--- config.mk ---
export PLATFORM = sky130hd
export DESIGN_NAME = phase_capture
export DESIGN_NICKNAME = d
export VERILOG_FILES = /design/src/rtl/phase_capture.sv
export SDC_FILE = /design/constraint.sdc
export NUM_CORES = 1
export LEC_CHECK = 0
export CAP_MARGIN = 5
export CORE_ASPECT_RATIO = 0.9
export CORE_MARGIN = 3
export CORE_UTILIZATION = 58
export DETAILED_ROUTE_END_ITERATION = 8
export HOLD_SLACK_MARGIN = 0.1
export PLACE_DENSITY_LB_ADDON = 0.2
export SLEW_MARGIN = 20
export SYNTH_ARGS = -nofsm -noshare
export SYNTH_HDL_FRONTEND = slang
export SYNTH_SLANG_ARGS = --single-unit
export TNS_END_PERCENT = 5
--- constraint.sdc ---
create_clock -name clk -period 3.2 [get_ports clk]
set_clock_uncertainty 0.15 [all_clocks]
set_input_delay 0.48 -clock clk [delete_from_list [all_inputs] [get_ports clk]]
set_output_delay 0.48 -clock clk [all_outputs]
set_load 0.05 [all_outputs]
--- src/rtl/phase_capture.sv ---
// Measures the delay from a reference rise to an echo rise in clk cycles,
// averages 2^AVG_LOG2 samples and abandons measurements after MAX_DELAY cycles.
module phase_capture #(
  parameter int unsigned MAX_DELAY = 3500,
  parameter int unsigned AVG_LOG2  = 2
) (
  input  logic        clk,
  input  logic        rst,
  input  logic        enable,
  input  logic        ref_in,
  input  logic        echo_in,
  output logic [11:0] delay,
  output logic        delay_valid,
  output logic        timeout,
  output logic        busy
);

  localparam int unsigned CNT_W = 12;
  localparam int unsigned ACC_W = CNT_W + AVG_LOG2;
  localparam int unsigned SC_W  = AVG_LOG2 + 1;
  localparam int unsigned NSAMP = 1 << AVG_LOG2;

  typedef enum logic {IDLE, MEASURE} state_t;

  state_t             state, state_n;
  logic [CNT_W-1:0]   cnt, cnt_n;
  logic [ACC_W-1:0]   acc, acc_n, sum;
  logic [SC_W-1:0]    scount, scount_n;
  logic [11:0]        delay_n;
  logic               delay_valid_n, timeout_n;
  logic               rec;
  logic [CNT_W-1:0]   sample;

  logic               ref_s1, ref_s2, ref_d;
  logic               echo_s1, echo_s2, echo_d;
  logic [2:0]         warm;
  logic               ref_rise, echo_rise;

  // Input synchronizers, edge-detect history and post-reset warm-up tracker
  always_ff @(posedge clk) begin
    if (rst) begin
      ref_s1  <= 1'b0;
      ref_s2  <= 1'b0;
      ref_d   <= 1'b0;
      echo_s1 <= 1'b0;
      echo_s2 <= 1'b0;
      echo_d  <= 1'b0;
      warm    <= 3'b000;
    end else begin
      ref_s1  <= ref_in;
      ref_s2  <= ref_s1;
      ref_d   <= ref_s2;
      echo_s1 <= echo_in;
      echo_s2 <= echo_s1;
      echo_d  <= echo_s2;
      warm    <= {warm[1:0], 1'b1};
    end
  end

  // A rise only counts once the history flop holds a genuinely sampled value,
  // so a pin already high across reset never looks like a fresh rise
  assign ref_rise  = warm[2] & ref_s2 & ~ref_d;
  assign echo_rise = warm[2] & echo_s2 & ~echo_d;

  // Next-state, counter, sample recording and averaging logic
  always_comb begin
    state_n       = state;
    cnt_n         = cnt;
    rec           = 1'b0;
    sample        = '0;
    timeout_n     = 1'b0;
    acc_n         = acc;
    scount_n      = scount;
    delay_n       = delay;
    delay_valid_n = 1'b0;
    sum           = '0;

    if (!enable) begin
      state_n  = IDLE;
      cnt_n    = '0;
      acc_n    = '0;
      scount_n = '0;
    end else begin
      case (state)
        IDLE: begin
          if (ref_rise && echo_rise) begin
            rec    = 1'b1;
            sample = '0;
          end else if (ref_rise) begin
            state_n = MEASURE;
            cnt_n   = CNT_W'(1);
          end
        end
        MEASURE: begin
          if (echo_rise) begin
            rec     = 1'b1;
            sample  = cnt;
            state_n = IDLE;
            cnt_n   = '0;
          end else if (cnt == CNT_W'(MAX_DELAY)) begin
            timeout_n = 1'b1;
            state_n   = IDLE;
            cnt_n     = '0;
          end else begin
            cnt_n = cnt + CNT_W'(1);
          end
        end
        default: begin
          state_n = IDLE;
          cnt_n   = '0;
        end
      endcase

      if (rec) begin
        sum = acc + ACC_W'(sample);
        if (scount == SC_W'(NSAMP - 1)) begin
          delay_n       = 12'(sum >> AVG_LOG2);
          delay_valid_n = 1'b1;
          acc_n         = '0;
          scount_n      = '0;
        end else begin
          acc_n    = sum;
          scount_n = scount + SC_W'(1);
        end
      end
    end
  end

  // State, datapath and registered outputs
  always_ff @(posedge clk) begin
    if (rst) begin
      state       <= IDLE;
      cnt         <= '0;
      acc         <= '0;
      scount      <= '0;
      delay       <= '0;
      delay_valid <= 1'b0;
      timeout     <= 1'b0;
      busy        <= 1'b0;
    end else begin
      state       <= state_n;
      cnt         <= cnt_n;
      acc         <= acc_n;
      scount      <= scount_n;
      delay       <= delay_n;
      delay_valid <= delay_valid_n;
      timeout     <= timeout_n;
      busy        <= (state_n == MEASURE);
    end
  end

endmodule

Yosys cells after proc, flatten, opt, wreduce, memory -nomap -nowiden
Cells that the tools add are included.
Widths: inputs -> output; s select.

word-level totals
  register bits after elaboration = 53
  input port bits = 5
  output and inout bits = 15
  logic and storage cells = 59

cells by class
  add/sub/neg operators = 3
  equal/unequal tests = 4
  multiplexer cells = 22
  bitwise logic cells = 9
  reductions and logical operators = 6

operators with widths
  operator               count
  $mux 12                6
  $pmux 12 s2            2
  $add 14x12->14         1
  $mux 14                1
  $add 12x1->12 const B  1
  $eq 12x12->1 const B   1
  $mux 1                 10
  $not 1->1              5
  $and 1x1->1            4
  $ne 2x2->1 const B     2
  $pmux 1 s2             2
  $reduce_or 4->1        1
  $add 3x1->3 const B    1
  $eq 3x2->1 const B     1
  $mux 3                 1
  $reduce_and 3->1       1
  $reduce_or 3->1        1
  $reduce_and 2->1       1
  $reduce_or 2->1        1
  $logic_and 1x1->1      1

Longest topological paths before layout
  word-level depth = 8
  mapped depth = 11
  depth with buffers taken out = 11

Worst setup path after synthesis
Ideal clock, no wire load.

  path type = flip-flop to flip-flop
  from = register state
  to = register delay[9]
  setup time = 0.122 ns
  arrival = 2.600 ns
  required time = 2.928 ns
  slack = 0.328 ns
  stages on the path, launching flop included = 10
  path buffers = 1
  period minus slack after synthesis = 2.872 ns
  cell sequence = dfxtp_1 -> clkbuf_1 -> and3_1 -> ha_1 -> a21o_1 -> a21oi_4 -> a211oi_2 -> a311oi_2 -> nor4_1 -> a311o_1

on the way
  longest elaborated chain between the ends = 4
  elaborated cells between the ends (all ways) = 7
  those cells by class = 1 x add/sub; 4 x mux; 1 x bitwise; 1 x reduce/logical

RTL lines
  what                                                RTL line  text
  from (decl)                                         25        state_t state, state_n;
  from (signal assigned)                              141       state <= state_n;
  $not 1->1 (no line)                                 -
  $pmux 12 s2 or $pmux 1 s2 (tied branches)           84        case (state)
  $mux 12 or $mux 1 (tied branches)                   78        if (!enable) begin
  $add 14x12->14 or $reduce_and 3->1 (tied branches)  -
  to (signal assigned)                                145       delay <= delay_n;
  to (decl)                                           12        output logic [11:0] delay,

Parallel ways exist; a longest one is shown, timed or not. The select of a mux whose other input is x is not followed.
A chain may end at the register's enable or synchronous reset.

Final worst setup path
  from = register warm[2]
  to = register delay[6]

on the way
  longest elaborated chain between the ends = 7
  elaborated cells between the ends (all ways) = 14
  those cells by class = 1 x add/sub; 7 x mux; 4 x bitwise; 2 x reduce/logical

RTL lines
  what                                                    RTL line  text
  from (decl)                                             36        logic [2:0] warm;
  from (signal assigned)                                  56        warm <= {warm[1:0], 1'b1};
  branches (longest 7 deep; another with $add 14x12->14)  -

Several ways; the timed one is not identified. The select of a mux whose other input is x is not followed.

==> flow_summary.json <==
{
  "status": "finished clean",
  "die-area_mm2": 0.00549,
  "drive_gt1_frac": 0.0742,
  "cts_made_buffers": 5,
  "p_leak_uw": 0.00115,
  "syn_nets": 334,
  "htree_levels": 2,
  "cts_tree": "done",
  "drc_errors": 0,
  "grt_use_total": 0.222,
  "port_buffers": 19,
  "first_iter_violations": 117,
  "r2r-start": "warm[2]",
  "r2r_end": "delay[6]",
  "syn_area_per_cell_um2": 8.59,
  "synth_cells": 313,
  "worst_pin_slew_ns": 0.501,
  "num_rows": 22,
  "critPathLaunchType": "flop",
  "synthArstFlopShare": 0,
  "hold_depth": 1,
  "synthDistinctLibCells": 53,
  "vias": 2263,
  "grtUsageMet3": 0.0394,
  "netlist.area_leader.share": 0.395,
  "met2_usage": 0.373,
  "fin_crit_sh": 0.887,
  "max_cap_viol_count": 0,
  "io_pins": 20,
  "grt_max_degree": 19,
  "arrival_ns": 2.92,
  "hold_viol": 0,
  "cts_setup_buffers": 0,
  "n_antenna_cell": 0,
  "peakVddDrop_mv": 0.223,
  "p_total_uw": 1090,
  "clk_latency_ns": 0.32,
  "core_region_area_mm2": 0.00427,
  "grtUsageMet1": 0.283,
  "finalNetCount": 357,
  "yosysSeqAreaShare": 0.395,
  "wirelength_um": 5680,
  "grt_pass1_wl_um": 9830,
  "grt_pass1_vias": 2138,
  "synthToLayoutAreaGrowth_pct": 13.6,
  "viasPerCell": 5.70,
  "syn_area_mm2": 0.00269,
  "fmax_mhz": 352,
  "setup_tns_ns": 0,
  "cp.required_ns": 3.28,
  "place_congestion": 0.938,
  "antenna_found_initial": 0,
  "rsz0062_at_grt": "no",
  "cts_resized": 0,
  "fin_crit_ns": 2.84,
  "crit_type": "flop to flop",
  "synth_area_leader_cell": "dfxtp_1",
  "synth_edf_count": 0,
  "slew_headroom": 0.665,
  "antenna_left": 0,
  "yosys_warnings": 0,
  "crit_fanout": 14,
  "grt-busiest-layer": "met2",
  "power_density_mw_per_mm2": 356,
  "drtPass1Iterations": 4,
  "synth_seq_cells": 53,
  "wl_per_cell_um": 14.3,
  "hp-class": "flop to flop",
  "min_to": "ref_s2",
  "synthFlopType": "dfxtp_1",
  "clock_path_buffers": 2,
  "synth.area.top_cells": "dfxtp_1 (39%), ha_1 (7.0%), a21oi_1 (4.7%)",
  "hpwl_um": 4400,
  "hold_path_startpoint": "ref_s1",
  "drv_slew": 0,
  "hold_buffers": 0,
  "clock_sinks": 53,
  "rr_worst_depth": 9,
  "grt_overflow": 0,
  "reg2reg_slack_ns": 0.36,
  "dieWidth_um": 77.8,
  "clockRootBuffer": "clkbuf_8",
  "die_h_um": 70.6,
  "initial_core_util": 0.630,
  "clk_pin_slew_worst_paths_ns": 0.10,
  "setup_viol": 0,
  "endpoint_kind": "flop"
}
## cell families after synthesis
logic type,share of synthesized area
buf+inv,0.0275
flops,0.395
simple gates,0.248
fa+ha+maj,0.0772
mux,0.00372
compound gates,0.188
xor+xnor,0.0619
## power breakdown
group          internal [uW]  switching (uW)
registers                664            2.11
logic                   11.4            18.4
clock network            159             233
## stage by stage
step / util / std cells / instance area, um^2 / hold WS [ns] / setup slack (ns)
detailed placement: 0.694 / 389 / 2960 / 0.277 / 0.385
global placement: 0.694 / 389 / 2960 / 0.270 / 0.461
floorplan: - / 313 / 2690 / 0.264 / 0.328
CTS: 0.716 / 397 / 3050 / 0.302 / 0.363
global route: 0.716 / 397 / 3050 / 0.318 / 0.139
finish: 0.716 / 397 / 3050 / 0.298 / 0.363
## worst max-delay path, stage by stage, from the launching register on
cell	delay (ns)
dfxtp_1	0.40
and3b_1	0.42
and3_1	0.21
ha_1	0.27
nor2b_1	0.16
o31a_1	0.26
o21ai_0	0.30
a21oi_1	0.13
xnor2_1	0.18
a211oi_1	0.27
## flip-flops by register name, indices dropped and copies added, names as in the netlist, 3 cells and up
name and cells:
acc 14, delay 12, warm 3, cnt 12, scount 3
## final cells by class
| class | count | area (um^2) |
|---|---|---|
| clock buffers | 5 | 68.8 |
| clock inverters | 3 | 26.3 |
| fillers | 357 | 1210 |
| inverters | 11 | 41.3 |
| multi-input cells | 241 | 1550 |
| flip-flops and latches | 53 | 1060 |
| well taps | 60 | 75.1 |
| repair buffers | 24 | 228 |
## layout by cell type, fill, tap and decap left out, types with 2 or more instances in the layout
cell type / instances
or3_1: 2
nand2_1: 24
xnor2_1: 10
nor4_1: 2
inv_1: 9
buf_4: 5
o21a_1: 3
xor2_1: 9
a31oi_1: 2
inv_2: 2
nand4_1: 3
a22oi_1: 4
clkbuf_8: 5
nand4b_1: 2
nand3_1: 16
o31a_1: 3
dfxtp_1: 53
o21ai_0: 18
clkdlybuf4s50_1: 19
a21oi_1: 25
o21ai_1: 2
a21o_1: 5
clkinvlp_4: 2
nor3_1: 7
nor2b_1: 13
nor2_1: 32
a211oi_1: 2
nand2b_1: 5
ha_1: 15
and3_1: 13
## worst max-delay path by stage
stage | from | to | slack [ns] | cells past startpoint
after global placement | warm[2] | delay[9] | 0.46 | 9
after detailed placement | warm[2] | delay[9] | 0.39 | 10
final | warm[2] | delay[6] | 0.36 | 9
after global routing | warm[2] | delay[9] | 0.14 | 10
after floorplan | state | delay[9] | 0.33 | 9
after CTS | warm[2] | delay[6] | 0.36 | 9
## synth_stat cells (all sizes together), types with 4 or more instances
library cell  count
a21o              5
a21oi            27
a22oi             4
and3             13
clkbuf            5
dfxtp            53
ha               15
inv              11
nand2            24
nand2b            5
nand3            16
nor2             32
nor2b            14
nor3              8
o21a              4
o21ai            21
xnor2            10
xor2              9
## per-layer routing
layer	wire length, um	vias up
met5	0	-
met4	87	0
met3	196	7
met2	2780	43
met1	2620	1055
li1	-	1158
No activity file was read; power rests on OpenSTA's default activity.
